## src/rtl/serial_subtractor.sv

```systemverilog
// serial_subtractor
//   Bit-serial N-bit subtractor. It computes diff = a - b - bin one bit per
//   clock, starting at the LSB. A single borrow flip-flop feeds a
//   full-subtractor cell.
//
//   Ports:
//     clk    rising-edge clock
//     rst_n  asynchronous active-low reset
//     start  request; sampled only in IDLE or DONE
//     a, b   minuend and subtrahend, captured on an accepted start
//     bin    borrow-in, captured on an accepted start
//     busy   high while the operation is running
//     done   one-cycle pulse when diff/bout/ovf update
//     diff   a - b - bin modulo 2^WIDTH
//     bout   final borrow-out (unsigned a < b + bin)
//     ovf    two's-complement overflow
//
//   State table:
//     IDLE | waiting for start; results held
//     RUN  | one bit processed per edge, cnt counts 0..WIDTH-1
//     DONE | results just published; start here chains the next operation

// One-bit full subtractor built from gate primitives:
//   d  = x ^ y ^ bi
//   bo = (~x & y) | (~(x ^ y) & bi)
module serial_subtractor_fs_cell (
  input  logic x,
  input  logic y,
  input  logic bi,
  output logic d,
  output logic bo
);
  logic t, xn, tn, p, q;

  xor g_x0 (t, x, y);
  xor g_x1 (d, t, bi);
  not g_n0 (xn, x);
  and g_a0 (p, xn, y);
  not g_n1 (tn, t);
  and g_a1 (q, tn, bi);
  or  g_o0 (bo, p, q);
endmodule

module serial_subtractor #(
  parameter int WIDTH = 8,
  parameter int CNT_W = 4
) (
  input  logic             clk,
  input  logic             rst_n,
  input  logic             start,
  input  logic [WIDTH-1:0] a,
  input  logic [WIDTH-1:0] b,
  input  logic             bin,
  output logic             busy,
  output logic             done,
  output logic [WIDTH-1:0] diff,
  output logic             bout,
  output logic             ovf
);

  typedef enum logic [1:0] {IDLE, RUN, DONE} state_t;

  state_t           state, state_nxt;
  logic [WIDTH-1:0] sa, sb, sd;
  logic             brw;
  logic [CNT_W-1:0] cnt;
  logic             a_msb, b_msb;
  logic             d, brw_nxt;
  logic             accept, last;

  serial_subtractor_fs_cell u_fs (
    .x  (sa[0]),
    .y  (sb[0]),
    .bi (brw),
    .d  (d),
    .bo (brw_nxt)
  );

  assign accept = start && ((state == IDLE) || (state == DONE));
  assign last   = (cnt == CNT_W'(WIDTH - 1));

  always_ff @(posedge clk or negedge rst_n) begin
    if (!rst_n) state <= IDLE;
    else        state <= state_nxt;
  end

  always_comb begin
    state_nxt = state;
    busy      = 1'b0;
    done      = 1'b0;
    case (state)
      IDLE: if (start) state_nxt = RUN;
      RUN: begin
        busy = 1'b1;
        if (last) state_nxt = DONE;
      end
      DONE: begin
        done      = 1'b1;
        state_nxt = start ? RUN : IDLE;
      end
      default: state_nxt = IDLE;
    endcase
  end

  always_ff @(posedge clk or negedge rst_n) begin
    if (!rst_n) begin
      sa    <= '0;
      sb    <= '0;
      sd    <= '0;
      brw   <= 1'b0;
      cnt   <= '0;
      a_msb <= 1'b0;
      b_msb <= 1'b0;
      diff  <= '0;
      bout  <= 1'b0;
      ovf   <= 1'b0;
    end else if (accept) begin
      sa    <= a;
      sb    <= b;
      brw   <= bin;
      cnt   <= '0;
      sd    <= '0;
      // The MSBs are kept separately because sa/sb are shifted away by the end.
      a_msb <= a[WIDTH-1];
      b_msb <= b[WIDTH-1];
    end else if (state == RUN) begin
      sa  <= sa >> 1;
      sb  <= sb >> 1;
      sd  <= {d, sd[WIDTH-1:1]};
      brw <= brw_nxt;
      cnt <= cnt + CNT_W'(1);
      if (last) begin
        // On the last bit, d is the result MSB and brw_nxt is the final borrow.
        diff <= {d, sd[WIDTH-1:1]};
        bout <= brw_nxt;
        ovf  <= (a_msb != b_msb) && (d != a_msb);
      end
    end
  end

endmodule

```

## config.mk

```make
export PLATFORM = sky130hd
export DESIGN_NAME = serial_subtractor
export DESIGN_NICKNAME = d
export VERILOG_FILES = /design/src/rtl/serial_subtractor.sv
export SDC_FILE = /design/constraint.sdc
export NUM_CORES = 1
export LEC_CHECK = 0
export ABC_AREA = 1
export CORE_MARGIN = 2
export CORE_UTILIZATION = 40
export CTS_BUF_LIST = sky130_fd_sc_hd__clkbuf_2 sky130_fd_sc_hd__clkbuf_4 sky130_fd_sc_hd__clkbuf_8
export DETAILED_ROUTE_END_ITERATION = 7
export PLACE_DENSITY_LB_ADDON = 0.3
export SKIP_CTS_REPAIR_TIMING = 1
export SYNTH_ARGS = -nofsm -noshare
export SYNTH_HDL_FRONTEND = slang
export SYNTH_SLANG_ARGS = --single-unit
```

## constraint.sdc

```tcl
create_clock -name clk -period 4 [get_ports clk]
set_clock_uncertainty 0.2 [all_clocks]
set_input_delay 0.8 -clock clk [delete_from_list [all_inputs] [get_ports clk]]
set_output_delay 0.8 -clock clk [all_outputs]
set_load 0.02 [all_outputs]
```

==> results.ini, run 1 <==
[status]
status = completed

[synthesis]
avgSynthCellArea_um2 = 9.04
yosysTopAreaCell = dfrtp_1
synth.top_cell.area_share_pct = 59.9
synth_fp_nets = 216
synthDistinctLibCells = 18
netlist_area_um2 = 1750
yosysSeqAreaShare_pct = 59.9
synthTopCellsByArea = dfrtp_1 (60%), nand2_1 (12%), o21ai_1 (4.9%), inv_1 (3.4%), o21ai_0 (2.9%)
synth_seq_cells = 42
netlist_instances = 194
ys.warnings.count = 0

[power]
peakVddDrop_v = 0.000264
leakage_nw = 1.04
powerDensity_nw_per_um2 = 832

[routing]
drc_errors = 0
routedWlPerCell_um = 12.0
drt_iter0_markers = 72
ant_nets = 0
vias = 1342
wl_um = 3310
via_per_inst = 4.84
dr.pass1.iters = 4

[cells_and_area]
fin_area_um2 = 2200
area_growth_pct = 25.3
nets = 246
antenna_cells = 0
layout.area.seq_um2 = 1050
multi_input_area_um2 = 588
drive_gt1_share_pct = 8.00
fillers = 403
final_cells = 277

[placement]
place_congestion = 0.726
portBuffers = 31
post_dp_cell_area_um2 = 2080
hpwl_um = 2290
placedCellCount = 269

[die]
core_area_um2 = 4290
fp.dieW_um = 70.2
fp.dieArea_um2 = 4930
ios = 32
fp.dieH_um = 70.2
start_util_pct = 40.9
fp-row-count = 24

[critical_path]
path_cells = inv_2, nor2_4, clkdlybuf4s50_1
required_ns = 3.00
r2r_cells = 7
cp-start-kind = register
crit_family = buffers and inverters
arrival_ns = 1.71
crit_buf_inv = 2
crit_fanout = 13
r2r_start = cnt[0]
critPathSlowestCell = clkdlybuf4s50_1
rrSetupSlack_ns = 2.20
critPathCaptureType = output port
slowest_delay_ns = 0.67
timing.rr.end = ovf
worstSetupPathType = register to output port

[global_route]
grt_first_pass_wirelength_um = 5970
grt_overflow_total = 0
antenna_found_initial = 0
grt_pass1_vias = 1310
gr-usage-all-layers_pct = 15.5
grt_start_max_net_pins = 43

[clocking]
clkTransAtPathRegs_ns = 0.08
cts-htree-levels = 2
clkSinkCount = 42
worstSkewPairLatency_ns = 0.29
numCtsBuffers = 5
cts_tree = done
cts_root_buf = clkbuf_8
cts_max_path_buffers = 2

[sta]
slew_headroom_pct = 38.6
maxSlewViolCount = 0
finalCriticalPeriod_ns = 2.71
rsz0062_at_grt = false
final_hold_viol_count = 0
setup_viol = 0
finalCritPeriodShare_pct = 67.7
fin_tns_setup_ns = 0
worstMarginPinSlew_ns = 0.921
fmax_ghz = 0.369

[flow_run]
max_cap_violations = 0

[worst_hold_path]
min_from = ovf
min_path_type = register to register
holdPathEnd = ovf
hold_path_depth = 2

## Yosys cell counts, drive strengths merged
| cell | instances |
|---|---|
| nand2 | 60 |
| dfrtp | 42 |
| o21ai | 27 |
| inv | 20 |
| nor2 | 12 |
| buf | 8 |
| a21oi | 7 |
| o22ai | 7 |
| nand3 | 6 |
| o211ai | 2 |
| fa | 1 |
| ha | 1 |
| or2 | 1 |
## tightest hold or removal path: stages, from the launching register on
cell and delay, ns:
dfrtp_1 0.35, nand2_1 0.05, nand2_1 0.06
## layer usage
metal  routed length (µm)  up-vias  global-route usage, %  share of wire (%)
met3                  138        6                   4.62                4.2
met4                   55        0                   5.77                1.7
met2                 1530       29                   23.8                 46
met1                 1590      623                   20.8                 48
li1                     -      684                      -                  -
met5                    0        -                      0                  0
## area by class of cell
class	count	area share, %
Clock buffer	6	3.47
Clock inverter	2	1.71
Tap cell	52	2.96
Inverter	20	3.41
Sequential cell	42	47.8
Multi-Input combinational cell	124	26.8
Timing Repair Buffer	31	13.9
## worst max-delay path by stage
| stage | startpoint | to | slack [ns] | cells past startpoint |
|---|---|---|---|---|
| 6_report | state[0] | busy | 1.29 | 3 |
| 5_1_grt | state[0] | busy | 1.21 | 3 |
| 4_1_cts | state[0] | busy | 1.29 | 3 |
| 3_5_place_dp | start | sa[1] | 1.56 | 6 |
| 3_3_place_gp | start | sa[1] | 1.58 | 6 |
| 2_1_floorplan | state[0] | busy | 2.24 | 3 |
## cells by family after synthesis
kind of cell / Yosys count / synth area share, %
compound gates: 43 / 13.1
fa+ha+maj: 2 / 1.85
buf+inv: 28 / 6.56
flops: 42 / 59.9
simple gates: 79 / 18.6
## layout by cell type, fill, tap and decap left out, drive strengths merged
cell type / synthesis / routed
o22ai: 7 / 7
fa: 1 / 1
o211ai: 2 / 2
o21ai: 27 / 27
dfrtp: 42 / 42
nand2: 60 / 60
or2: 1 / 1
nor2: 12 / 12
inv: 20 / 20
nand3: 6 / 6
clkdlybuf4s50: 0 / 30
clkbuf: 0 / 6
bufinv: 0 / 1
a21oi: 7 / 7
ha: 1 / 1
buf: 8 / 1
clkinvlp: 0 / 1
## registers in the layout, indices dropped and copies added, names as in the netlist
name / cells
brw: 1
bout: 1
sb: 8
a_msb: 1
sd: 7
sa: 8
state: 2
b_msb: 1
cnt: 4
ovf: 1
diff: 8
## power breakdown
group | internal [mW] | switching (mW)
clock | 0.193 | 0.145
sequential | 0.627 | 0.0995
combinational | 0.308 | 0.457
## metrics by stage
stage          power (mW)  hold slack (ns)  utilization (%)  setup WS (ns)
2_1_floorplan        1.26            0.249                -           2.24
5_1_grt              2.00            0.322             51.2           1.21
3_5_place_dp         1.51            0.268             48.5           1.56
6_report             1.83            0.284             51.2           1.29
3_3_place_gp         1.48            0.265             48.5           1.58
4_1_cts              1.85            0.289             51.2           1.29
(Power assumes the default switching activity.)
==> run 2, diff against run 1 <==
clock period = 2.4 ns   (was 4 ns; I/O delays follow)
==> run 2 against run 1 <==
  * Critical path depth stayed put
  * Highest routed layer unchanged
  * Combinational power grew 71%
  * Design area is 0.34% lower
  * Die area unchanged
==> results.ini, run 2 (synthesized netlist as in run 1, its figures left out) <==
[critical_path]
crit_family = buffers and inverters
r2r_start = cnt[0]
rrSetupSlack_ns = 0.62
crit_fanout = 3
critPathCaptureType = output port
timing.rr.end = ovf
slowest_delay_ns = 0.60
required_ns = 1.72
r2r_cells = 7
worstSetupPathType = register to output port
cp-start-kind = register
arrival_ns = 1.46
critPathSlowestCell = clkdlybuf4s50_1
path_cells = inv_2, nor2_4, clkdlybuf4s50_1
crit_buf_inv = 2

[cells_and_area]
final_cells = 279
area_growth_pct = 24.9
nets = 249
antenna_cells = 0
mostFrequentLayoutCells = nand2_1 (57), dfrtp_1 (42), clkdlybuf4s50_1 (30)
layout_commonest_cell = nand2_1
drive_gt1_share_pct = 8.81
reg.largest.list = diff (8), sa (8), sb (8)

[die]
ios = 32
fp.dieH_um = 70.2
fp-row-count = 24
core_area_um2 = 4290
fp.dieW_um = 70.2
start_util_pct = 40.9
fp.dieArea_um2 = 4930

[routing]
dr.pass1.iters = 4
via_per_inst = 4.74
drt_iter0_markers = 102
drc_errors = 0
routedWlPerCell_um = 11.7
ant_nets = 0
wl_um = 3260
vias = 1323

[clocking]
worstSkewPairLatency_ns = 0.29
numCtsBuffers = 5
clkTransAtPathRegs_ns = 0.07
clkSinkCount = 42
cts-htree-levels = 2
cts_tree = done
cts_root_buf = clkbuf_8
cts_max_path_buffers = 2

[global_route]
gr-usage-all-layers_pct = 14.8
grt_overflow_total = 0
grt_pass1_vias = 1215
grt_start_max_net_pins = 43
antenna_found_initial = 0
grt_first_pass_wirelength_um = 5640

[status]
status = completed

[sta]
fin_tns_setup_ns = 0
finalCritPeriodShare_pct = 89.1
finalCriticalPeriod_ns = 2.14
slew_headroom_pct = 57.4
final_hold_viol_count = 0
setup_viol = 0
rsz0062_at_grt = false
fmax_ghz = 0.468
worstMarginPinSlew_ns = 0.638
maxSlewViolCount = 0

[flow_run]
max_cap_violations = 0

[power]
leakage_nw = 1.05
powerDensity_nw_per_um2 = 1350
peakVddDrop_v = 0.000443

[placement]
placedCellCount = 272
place_congestion = 0.737
portBuffers = 31
hpwl_um = 2280

[worst_hold_path]
min_path_type = input port to async pin

-- run 2: changes by cell type in the layout (fill, tap and decap cells not counted), sizes merged --
| cell | previous run | this run |
|---|---|---|
| bufinv | 1 | 0 |
| clkinvlp | 1 | 0 |
| clkbuf | 6 | 7 |
| buf | 1 | 4 |
-- run 2: stage by stage --
stage                     cell area, µm²  utilization, %  hold WS, ns  power [mW]  worst slack [ns]
after global placement              2110            49.1        0.262        2.51             0.414
after global routing                2190            51.0       0.0901        3.21             0.189
final                               2190            51.0       0.0465        2.96             0.262
after CTS                           2190            51.0       0.0634        2.99             0.251
after detailed placement            2110            49.1        0.266        2.54             0.397
after floorplan                     1750               -      -0.0156        2.10             0.928
-- run 2: cell type report --
cell class | count | area [µm²]
flip-flops and latches | 42 | 1050
repair buffers | 34 | 328
fillers | 417 | 2100
clock buffers | 7 | 83.8
multi-input cells | 124 | 588
inverters | 20 | 75.1
well taps | 52 | 65.1
-- run 2: worst max-delay path by stage --
stage                  start  endpoint  slack [ns]  cells after the start
finish              state[0]      busy        0.26                      3
CTS                 state[0]      busy        0.25                      3
detailed placement     start       brw        0.40                      5
floorplan                brw       ovf        0.93                      7
global route        state[0]      busy        0.19                      3
global placement       start       brw        0.41                      5
-- run 2: worst register-to-register path: stages (launching register included) --
cell and delay [ns]:
dfrtp_1 0.41, ha_1 0.22, nand2_1 0.08, nor2_1 0.05
nand2_1 0.47, inv_2 0.10, nand2_1 0.09, nand2_1 0.04
-- run 2: power breakdown --
part	total [mW]	internal, mW	switching (mW)
Combinational	1.31	0.539	0.767
Sequential	1.21	1.04	0.165
Clock	0.444	0.223	0.221
Total	2.96	1.81	1.15
-- run 2: layer usage --
| layer | vias up | track usage, % | routed length [µm] |
|---|---|---|---|
| met5 | - | 0 | 0 |
| met4 | 0 | 5.77 | 42 |
| met3 | 4 | 4.76 | 135 |
| met2 | 29 | 21.2 | 1460 |
| met1 | 608 | 20.8 | 1620 |
| li1 | 682 | - | - |
